`src/rtl/norm_unit_pkg.sv`:
```
// Shared definitions for the normalizer: operation modes, FSM states and
// the counter width for the default operand size.
package norm_unit_pkg;

    // Normalization operations selected by the 2-bit mode input
    typedef enum logic [1:0] {
        NORM_LZ = 2'b00,  // count leading zeros, shift left
        NORM_TZ = 2'b01,  // count trailing zeros, shift right logical
        NORM_LS = 2'b10   // count redundant sign bits, shift left
    } norm_mode_e;

    // Control states of the normalizer
    typedef enum logic [1:0] {
        S_IDLE = 2'b00,
        S_RUN  = 2'b01,
        S_DONE = 2'b10
    } norm_state_e;

    localparam int NORM_WIDTH = 32;
    localparam int CNT_W      = $clog2(NORM_WIDTH) + 1;

    // Map the raw mode field onto an operation; the unused code 11 behaves as LZ
    function automatic norm_mode_e norm_decode_mode(input logic [1:0] m);
        norm_mode_e r;
        case (m)
            2'b01:   r = NORM_TZ;
            2'b10:   r = NORM_LS;
            default: r = NORM_LZ;
        endcase
        return r;
    endfunction

endpackage

```
`src/rtl/norm_unit_step.sv`:
```
// One normalization step: decides whether the working operand is already
// normalized for the current mode and, if not, produces it shifted by one.
module norm_step
    import norm_unit_pkg::*;
#(
    parameter int WIDTH = 32
) (
    input  logic [WIDTH-1:0] sreg_i,
    input  norm_mode_e       mode_i,
    output logic             stop_o,
    output logic [WIDTH-1:0] next_o
);

    // Stop test and single-bit shift for the selected mode
    always_comb begin
        stop_o = 1'b0;
        next_o = sreg_i;
        case (mode_i)
            NORM_LZ: begin
                stop_o = sreg_i[WIDTH-1];
                next_o = {sreg_i[WIDTH-2:0], 1'b0};
            end
            NORM_TZ: begin
                stop_o = sreg_i[0];
                next_o = {1'b0, sreg_i[WIDTH-1:1]};
            end
            NORM_LS: begin
                // normalized once the sign bit differs from the bit below it
                stop_o = sreg_i[WIDTH-1] ^ sreg_i[WIDTH-2];
                next_o = {sreg_i[WIDTH-2:0], 1'b0};
            end
            default: begin
                stop_o = sreg_i[WIDTH-1];
                next_o = {sreg_i[WIDTH-2:0], 1'b0};
            end
        endcase
    end

endmodule

```
`src/rtl/norm_unit.sv`:
```
// Multi-cycle normalizer (CLZ / CTZ / CLS) behind valid/ready handshakes.
// Shifts the operand one bit per cycle until normalized; zero and
// all-ones-sign operands are resolved immediately at accept time.
module norm_unit
    import norm_unit_pkg::*;
#(
    parameter int WIDTH = 32
) (
    input  logic                       clk,
    input  logic                       rst,
    input  logic                       in_valid,
    output logic                       in_ready,
    input  logic [WIDTH-1:0]           a,
    input  logic [1:0]                 mode,
    output logic                       out_valid,
    input  logic                       out_ready,
    output logic [WIDTH-1:0]           res,
    output logic [$clog2(WIDTH):0]     cnt,
    output logic                       zero
);

    localparam int CNT_BITS = $clog2(WIDTH) + 1;
    localparam logic [CNT_BITS-1:0] CNT_FULL = CNT_BITS'(WIDTH);
    localparam logic [CNT_BITS-1:0] CNT_SIGN = CNT_BITS'(WIDTH - 1);
    localparam logic [CNT_BITS-1:0] CNT_ONE  = CNT_BITS'(1);
    localparam logic [WIDTH-1:0]    MSB_ONE  = {1'b1, {(WIDTH-1){1'b0}}};

    norm_state_e         state_q;
    norm_mode_e          mode_q;
    norm_mode_e          mode_in_s;
    logic [WIDTH-1:0]    sreg_q;
    logic [WIDTH-1:0]    sreg_d;
    logic                stop_s;
    logic [CNT_BITS-1:0] cnt_q;
    logic [WIDTH-1:0]    res_q;
    logic                zero_q;
    logic                in_ready_q;
    logic                out_valid_q;
    logic                a_zero_s;
    logic                a_ones_s;

    // Decode the incoming mode and classify the incoming operand for the bypass paths
    always_comb begin
        mode_in_s = norm_decode_mode(mode);
        a_zero_s  = (a == {WIDTH{1'b0}});
        a_ones_s  = (&a);
    end

    norm_step #(
        .WIDTH (WIDTH)
    ) u_step (
        .sreg_i (sreg_q),
        .mode_i (mode_q),
        .stop_o (stop_s),
        .next_o (sreg_d)
    );

    // Control FSM with working register, shift counter and registered outputs
    always_ff @(posedge clk) begin
        if (rst) begin
            state_q     <= S_IDLE;
            mode_q      <= NORM_LZ;
            sreg_q      <= {WIDTH{1'b0}};
            cnt_q       <= {CNT_BITS{1'b0}};
            res_q       <= {WIDTH{1'b0}};
            zero_q      <= 1'b0;
            in_ready_q  <= 1'b1;
            out_valid_q <= 1'b0;
        end else begin
            case (state_q)
                S_IDLE: begin
                    if (in_valid) begin
                        mode_q     <= mode_in_s;
                        sreg_q     <= a;
                        cnt_q      <= {CNT_BITS{1'b0}};
                        in_ready_q <= 1'b0;
                        if (a_zero_s) begin
                            // nothing to normalize; LS counts all but the sign bit
                            state_q     <= S_DONE;
                            out_valid_q <= 1'b1;
                            res_q       <= {WIDTH{1'b0}};
                            zero_q      <= 1'b1;
                            cnt_q       <= (mode_in_s == NORM_LS) ? CNT_SIGN : CNT_FULL;
                        end else if ((mode_in_s == NORM_LS) && a_ones_s) begin
                            // -1 never shows a sign transition, so resolve it here
                            state_q     <= S_DONE;
                            out_valid_q <= 1'b1;
                            res_q       <= MSB_ONE;
                            zero_q      <= 1'b0;
                            cnt_q       <= CNT_SIGN;
                        end else begin
                            state_q <= S_RUN;
                            zero_q  <= 1'b0;
                        end
                    end else begin
                        state_q <= S_IDLE;
                    end
                end
                S_RUN: begin
                    if (stop_s) begin
                        state_q     <= S_DONE;
                        out_valid_q <= 1'b1;
                        res_q       <= sreg_q;
                    end else begin
                        sreg_q <= sreg_d;
                        cnt_q  <= cnt_q + CNT_ONE;
                    end
                end
                S_DONE: begin
                    // results stay frozen until the consumer takes them
                    if (out_ready) begin
                        state_q     <= S_IDLE;
                        out_valid_q <= 1'b0;
                        in_ready_q  <= 1'b1;
                    end else begin
                        state_q <= S_DONE;
                    end
                end
                default: begin
                    state_q     <= S_IDLE;
                    in_ready_q  <= 1'b1;
                    out_valid_q <= 1'b0;
                end
            endcase
        end
    end

    assign in_ready  = in_ready_q;
    assign out_valid = out_valid_q;
    assign res       = res_q;
    assign cnt       = cnt_q;
    assign zero      = zero_q;

endmodule

```
`config.mk`:
```
export PLATFORM = sky130hd
export DESIGN_NAME = norm_unit
export DESIGN_NICKNAME = d
export VERILOG_FILES = /design/src/rtl/norm_unit_pkg.sv /design/src/rtl/norm_unit_step.sv /design/src/rtl/norm_unit.sv
export SDC_FILE = /design/constraint.sdc
export NUM_CORES = 1
export LEC_CHECK = 0
export BUFFER_PORTS_ARGS = -buffer_cell sky130_fd_sc_hd__buf_4
export CAP_MARGIN = 10
export CORE_AREA = 2 2 107 99
export CTS_CLUSTER_DIAMETER = 80
export CTS_CLUSTER_SIZE = 8
export DETAILED_ROUTE_END_ITERATION = 6
export DIE_AREA = 0 0 109 101
export HOLD_SLACK_MARGIN = 0.05
export MAX_ROUTING_LAYER = met4
export SLEW_MARGIN = 30
export SYNTH_ARGS = -nofsm -noshare
export SYNTH_HDL_FRONTEND = slang
export SYNTH_HIERARCHICAL = 1
export SYNTH_SLANG_ARGS = --single-unit
```
`constraint.sdc`:
```
create_clock -name clk -period 2.1 [get_ports clk]
set_input_delay 0.21 -clock clk [delete_from_list [all_inputs] [get_ports clk]]
set_output_delay 0.21 -clock clk [all_outputs]
set_load 0.02 [all_outputs]
```
After elaboration in Yosys (flattened, before gate mapping)
Index checks and enable logic that the tools add are counted. W data, S select, Z words.

Flip-flop bits (word level): 77.

Add/subtract/negate cells: 1. Equal/unequal tests: 12. Muxes and demuxes: 33. Bitwise gates (word level): 2. Reduce and logical (&&, ||, !) cells: 10.

Operator list (count): $mux W32 (7); $pmux W32 S2 (2); $logic_not A32 Y1 (1); $reduce_and A32 Y1 (1); $mux W6 (4); $pmux W6 S2 (1); $mux W2 (5); $eq A2 B2 Y1 const B (4); $mux W1 (8); $ne A2 B2 Y1 const B (4); $reduce_and A4 Y1 (2); $add A6 B1 Y6 const B (1); $eq A2 B1 Y1 const B (3); $pmux W1 S3 (2); $pmux W2 S3 (1); $reduce_and A3 Y1 (2); $mux W5 (1); $pmux W2 S2 (1); $ne A3 B3 Y1 const B (1); $logic_not A2 Y1 (1); $pmux W1 S2 (1); $reduce_and A2 Y1 (1); $reduce_bool A2 Y1 (1); $logic_and A1 B1 Y1 (1); 2 further kinds (2).

Logic depth before layout (Yosys ltp)
Depth after elaboration: 8. Depth in mapped cells: 11. Gate-level depth less buffers: 8.

Modules after synthesis
The synthesis kept the hierarchy.

By module, submodules not included: norm_unit (times used 1, cells each 433, area each 3473.3 sq um); norm_step (times used 1, cells each 45, area each 574.3 sq um).

Worst setup path before layout
OpenSTA, ideal clock, no wires.

Path type: reg-to-reg. Start: reg mode_q[1]. End: reg cnt_q[0], in the netlist cnt[0]. Library setup time: 0.128 ns. Data arrival time: 2.065 ns. Slack: -0.092 ns. Stages on the path, launching flop included: 12. Cell sequence: dfxtp_1 inv_1 ha_1 buf_6 buf_6 a32oi_1 o22ai_1 a21oi_1 clkbuf_1 o21ai_0 o22ai_1 nor2_1.

Cells in the longest elaborated chain, start to end: 4. Elaborated cells between the ends (all ways): 5. Classes of those cells: 3 x eq/ne; 1 x mux; 1 x reduce/logical.

RTL lines: from (decl) (RTL line norm_unit.sv:29) `norm_mode_e mode_q;`; from (signal assigned) (RTL line norm_unit.sv:73) `mode_q <= mode_in_s;`; $eq A2 B2 Y1 or $eq A2 B1 Y1 (tied branches) (RTL line norm_unit_step.sv:18) `case (mode_i)`; $pmux W1 S2 * (RTL line norm_unit_step.sv:18); via stop_s (RTL line norm_unit.sv:33) `logic stop_s;`; $ne A2 B2 Y1 (no source line) *; $reduce_and A3 Y1 (no source line) *; to (signal assigned) (RTL line norm_unit.sv:64) `cnt_q <= {CNT_BITS{1'b0}};`; to (signal assigned) (RTL line norm_unit.sv:75) `cnt_q <= {CNT_BITS{1'b0}};`; to (signal assigned) (RTL line norm_unit.sv:83) `cnt_q <= (mode_in_s == NORM_LS) ? CNT_SIGN : CNT_FULL;`; to (decl) (RTL line norm_unit.sv:34) `logic [CNT_BITS-1:0] cnt_q;`.

Mark *: on every way through the listed nets, which the timed path passes. The rest lies on a longest branch. A chain may end at the register's enable or synchronous reset.

Worst setup path in the final report
Start: reg mode_q[0]. End: reg sreg_q[16].

Cells in the longest elaborated chain, start to end: 4. Elaborated cells between the ends (all ways): 8. Classes of those cells: 3 x eq/ne; 4 x mux; 1 x reduce/logical.

RTL lines: $eq A2 B2 Y1 or $eq A2 B1 Y1 (tied branches) (RTL line norm_unit_step.sv:18); $pmux W1 S2 * (RTL line norm_unit_step.sv:18); via stop_s (RTL line norm_unit.sv:33); $ne A2 B2 Y1 (no source line) *; $reduce_and A3 Y1 (no source line) *; to (signal assigned) (RTL line norm_unit.sv:63) `sreg_q <= {WIDTH{1'b0}};`; to (signal assigned) (RTL line norm_unit.sv:105) `sreg_q <= sreg_d;`; to (decl) (RTL line norm_unit.sv:31) `logic [WIDTH-1:0] sreg_q;`.

Mark *: on every way through the listed nets, which the timed path passes. The rest lies on a longest branch. The select of a mux whose other input is x is not followed.

==> out/qor.csv <==
metric,value,unit
GR peak layer,met2,
cell count after synthesis,478,
drt pass-1 iters,4,
R2R cell count,10,
via count,4000,
Area Overhead vs Synth,30.5,%
post-route setup TNS,0,ps
Pint,2.88,mW
die area,11000,um2
initial antenna violation count,0,
met1 GRT Util,0.285,
die width,109,um
CP required,2360,ps
Net Sw Power,1.28,mW
ys async rst share,0,
fin worst setup slack,84.1,ps
clock share of power,0.333,
initial core utilization,0.407,
Yosys top cell by area,dfxtp_1,
GRT Util Overall,0.214,
grt ovf,0,
IO Pins,79,
Worst setup SP type,flop,
DPL Wire Length,7830,um
Place WS,-90.3,ps
syn nets,519,
clk_skew,8.56,ps
filler cell count,923,
"EDFF count, synth",0,
first-pass GRT wire length,18000,um
Flop pwr share,0.414,
ratio of cells with drive above 1 in the final layout,0.314,
Rows,35,
Ys Warns,6,
final slew viol count,0,
Max-slew headroom,0.511,
Clock transition at path regs,90,ps
period utilization,0.960,
combinational group share of total power,0.252,
PwrDens,787,nW/um2
worst vdd ir,0.000354,V
register area share after synthesis,0.381,
Port Buffers,78,
Avg Inst Size Synth,8.47,um2
reg-to-reg critical path endpoint,sreg_q[16]$_SDFFE_PP0P_,
WL final,11700,um
crit end category,flop,
met3 usage,0.0349,
CTS max path bufs,2,
GR Layer Usage met2,0.329,
Yosys cell types,40,
final core occ,0.532,
# setup viols final,0,
Reg area,1540,um2
flop2flop setup slack,80,ps
max-cap violations,0,
CTS H-tree depth,3,
Switching Fraction,0.308,
slew of the pin with the lowest slew margin,733,ps
f_max,496,MHz
antenna violation net count after detailed routing,0,
Hold Crit Class,in -> reg,
# nets final,606,
vias per inst,5.72,
DRC viols,0,
CTS Buf Count,9,
worst-path fanout max,10,
crit path time final,2020,ps
Hold Path Depth,3,
pin count of the biggest net entering global routing,43,
routed len/inst,16.8,um
Worst Path Arrival,2280,ps
critical path class,reg -> reg,
hold worst-path end,mode_q[0]$_SDFFE_PP0P_,
vias in the first global route,3602,
largest cells by area after synthesis,"dfxtp_1 (38%), mux2_4 (10%), a311oi_1 (6.9%)",
Finished Layout Cells,699,
clk root buf,clkbuf_8,
final hold vios,0,
Yosys top cell area share,0.381,
Core ar.,9940,um2
Initial DRC Count,186,
CTS tree,done,
Final Hold Slack,134,ps
Vert. Die Dim,101,um
hold_sp,mode[1],
R2R Path Start,mode_q[0]$_SDFFE_PP0P_,
static leakage,2.09,nW
clk sinks,77,
Yosys reg bits,77,
status,"complete, no violations",
worst-skew pair later-pin latency,360,ps
ant diodes,0,
dominant synthesized flop cell,dfxtp_1,
Multi-input gate area,2320,um2
RSZ-0062 raised after global routing,no,
cell area after synthesis,4050,um2
Routability Congestion,0.869,
post-placement cell count,678,
-- synthesized netlist by cell type, types with 2 or more instances --
library cell,count
nor3b_1,2
nand2_1,69
o21ai_0,38
o21a_1,2
nor2_1,48
nor2b_1,4
nor4_1,10
mux2_4,27
nor3_1,3
dfxtp_1,77
buf_1,2
inv_1,4
o21bai_1,2
and2_1,2
o22ai_1,2
nand4_1,10
a21oi_1,41
buf_12,2
mux2_2,3
ha_1,3
a21boi_1,2
nand3_1,3
nand3b_1,2
a211oi_1,3
nand4b_1,31
o21ai_1,2
clkbuf_1,38
a311oi_1,32
buf_6,3
-- cell type report --
cell class / count / area share
Inverter: 4 / 0.00284
Sequential cell: 77 / 0.292
Clock buffer: 9 / 0.0234
Timing Repair Buffer: 121 / 0.189
Tap cell: 129 / 0.0305
Clock inverter: 7 / 0.0234
Multi-Input combinational cell: 352 / 0.438
-- per-stage QoR --
| stage | power, mW | instance area, um2 |
|---|---|---|
| after floorplan | 2.35 | 4060 |
| after detailed placement | 2.72 | 4920 |
| after global placement | 2.70 | 4920 |
| after CTS | 4.10 | 5170 |
| after global routing | 4.35 | 5280 |
| final | 4.16 | 5280 |
-- worst max-delay path by stage --
stage                      startpoint                 endpoint  slack (ps)  depth (start not counted)
2_1_floorplan  mode_q[1]$_SDFFE_PP0P_      cnt[0]$_SDFFE_PP0P_          20                         11
3_3_place_gp                     a[7]     res[31]$_SDFFE_PP0P_        -100                          8
6_report       mode_q[0]$_SDFFE_PP0P_  sreg_q[16]$_SDFFE_PP0P_          80                         10
3_5_place_dp                     a[7]     res[31]$_SDFFE_PP0P_         -90                          8
5_1_grt        mode_q[0]$_SDFFE_PP0P_  sreg_q[14]$_SDFFE_PP0P_           3                         10
4_1_cts        mode_q[0]$_SDFFE_PP0P_  sreg_q[17]$_SDFFE_PP0P_           6                          9
-- critical path, stage by stage, from the launching register on --
cell       delay, ps
dfxtp_2          360
inv_1             50
ha_1             230
a32oi_2          230
o22ai_2          120
buf_4            160
a21oi_4          190
buf_12           150
clkbuf_16        150
nor2_1            40
a311oi_1         250
-- sequential cells by signal (all words and copies together) (netlist names) --
name and count:
mode_q 2, cnt 6, sreg_q 32, zero 1, state_q 2, out_valid 1, res 32, in_ready 1
-- repair_timing --
item / 4_1_cts / 5_1_grt
hold buffers: 0 / 0
resized for setup: 0 / 6
setup endpoints to repair: 0 / 67
buffers inserted: 0 / 2
endpoints found under the hold margin: 0 / 0
-- layer usage --
layer	routed length [um]	share of wire
met5	0	0
met4	170	0.014
met3	639	0.054
met2	5300	0.45
met1	5620	0.48
-- power by group through the flow --
stage	registers, mW	clock network, mW	logic (mW)
final	1.72	1.39	1.05
after global routing	1.74	1.47	1.14
after CTS	1.72	1.41	0.968
after detailed placement	1.75	0	0.964
after global placement	1.75	0	0.950
after floorplan	1.75	0	0.600
-- layout by cell type, fill, tap and decap left out, types with 4 or more instances in the layout --
| cell type | netlist | layout |
|---|---|---|
| nand4b_1 | 31 | 31 |
| a21oi_1 | 41 | 39 |
| a311oi_1 | 32 | 31 |
| o21ai_0 | 38 | 38 |
| nor4_1 | 10 | 10 |
| buf_12 | 2 | 4 |
| inv_1 | 4 | 4 |
| nand2_1 | 69 | 69 |
| nor2_1 | 48 | 46 |
| nand4_1 | 10 | 10 |
| dfxtp_1 | 77 | 76 |
| mux2_4 | 27 | 27 |
| clkbuf_8 | 0 | 9 |
| buf_4 | 0 | 113 |
-- logic make-up after synthesis --
| family | after synthesis | share of synthesized area |
|---|---|---|
| and+or+nand+nor | 189 | 0.239 |
| AOI/OAI and AO/OA | 128 | 0.199 |
| xor gates and xnor gates | 1 | 0.00216 |
| adders and majority gates | 3 | 0.00927 |
| muxes | 31 | 0.111 |
| DFF | 77 | 0.381 |
| buffers and inverters | 49 | 0.0590 |
No activity file was read; power rests on OpenSTA's default activity.
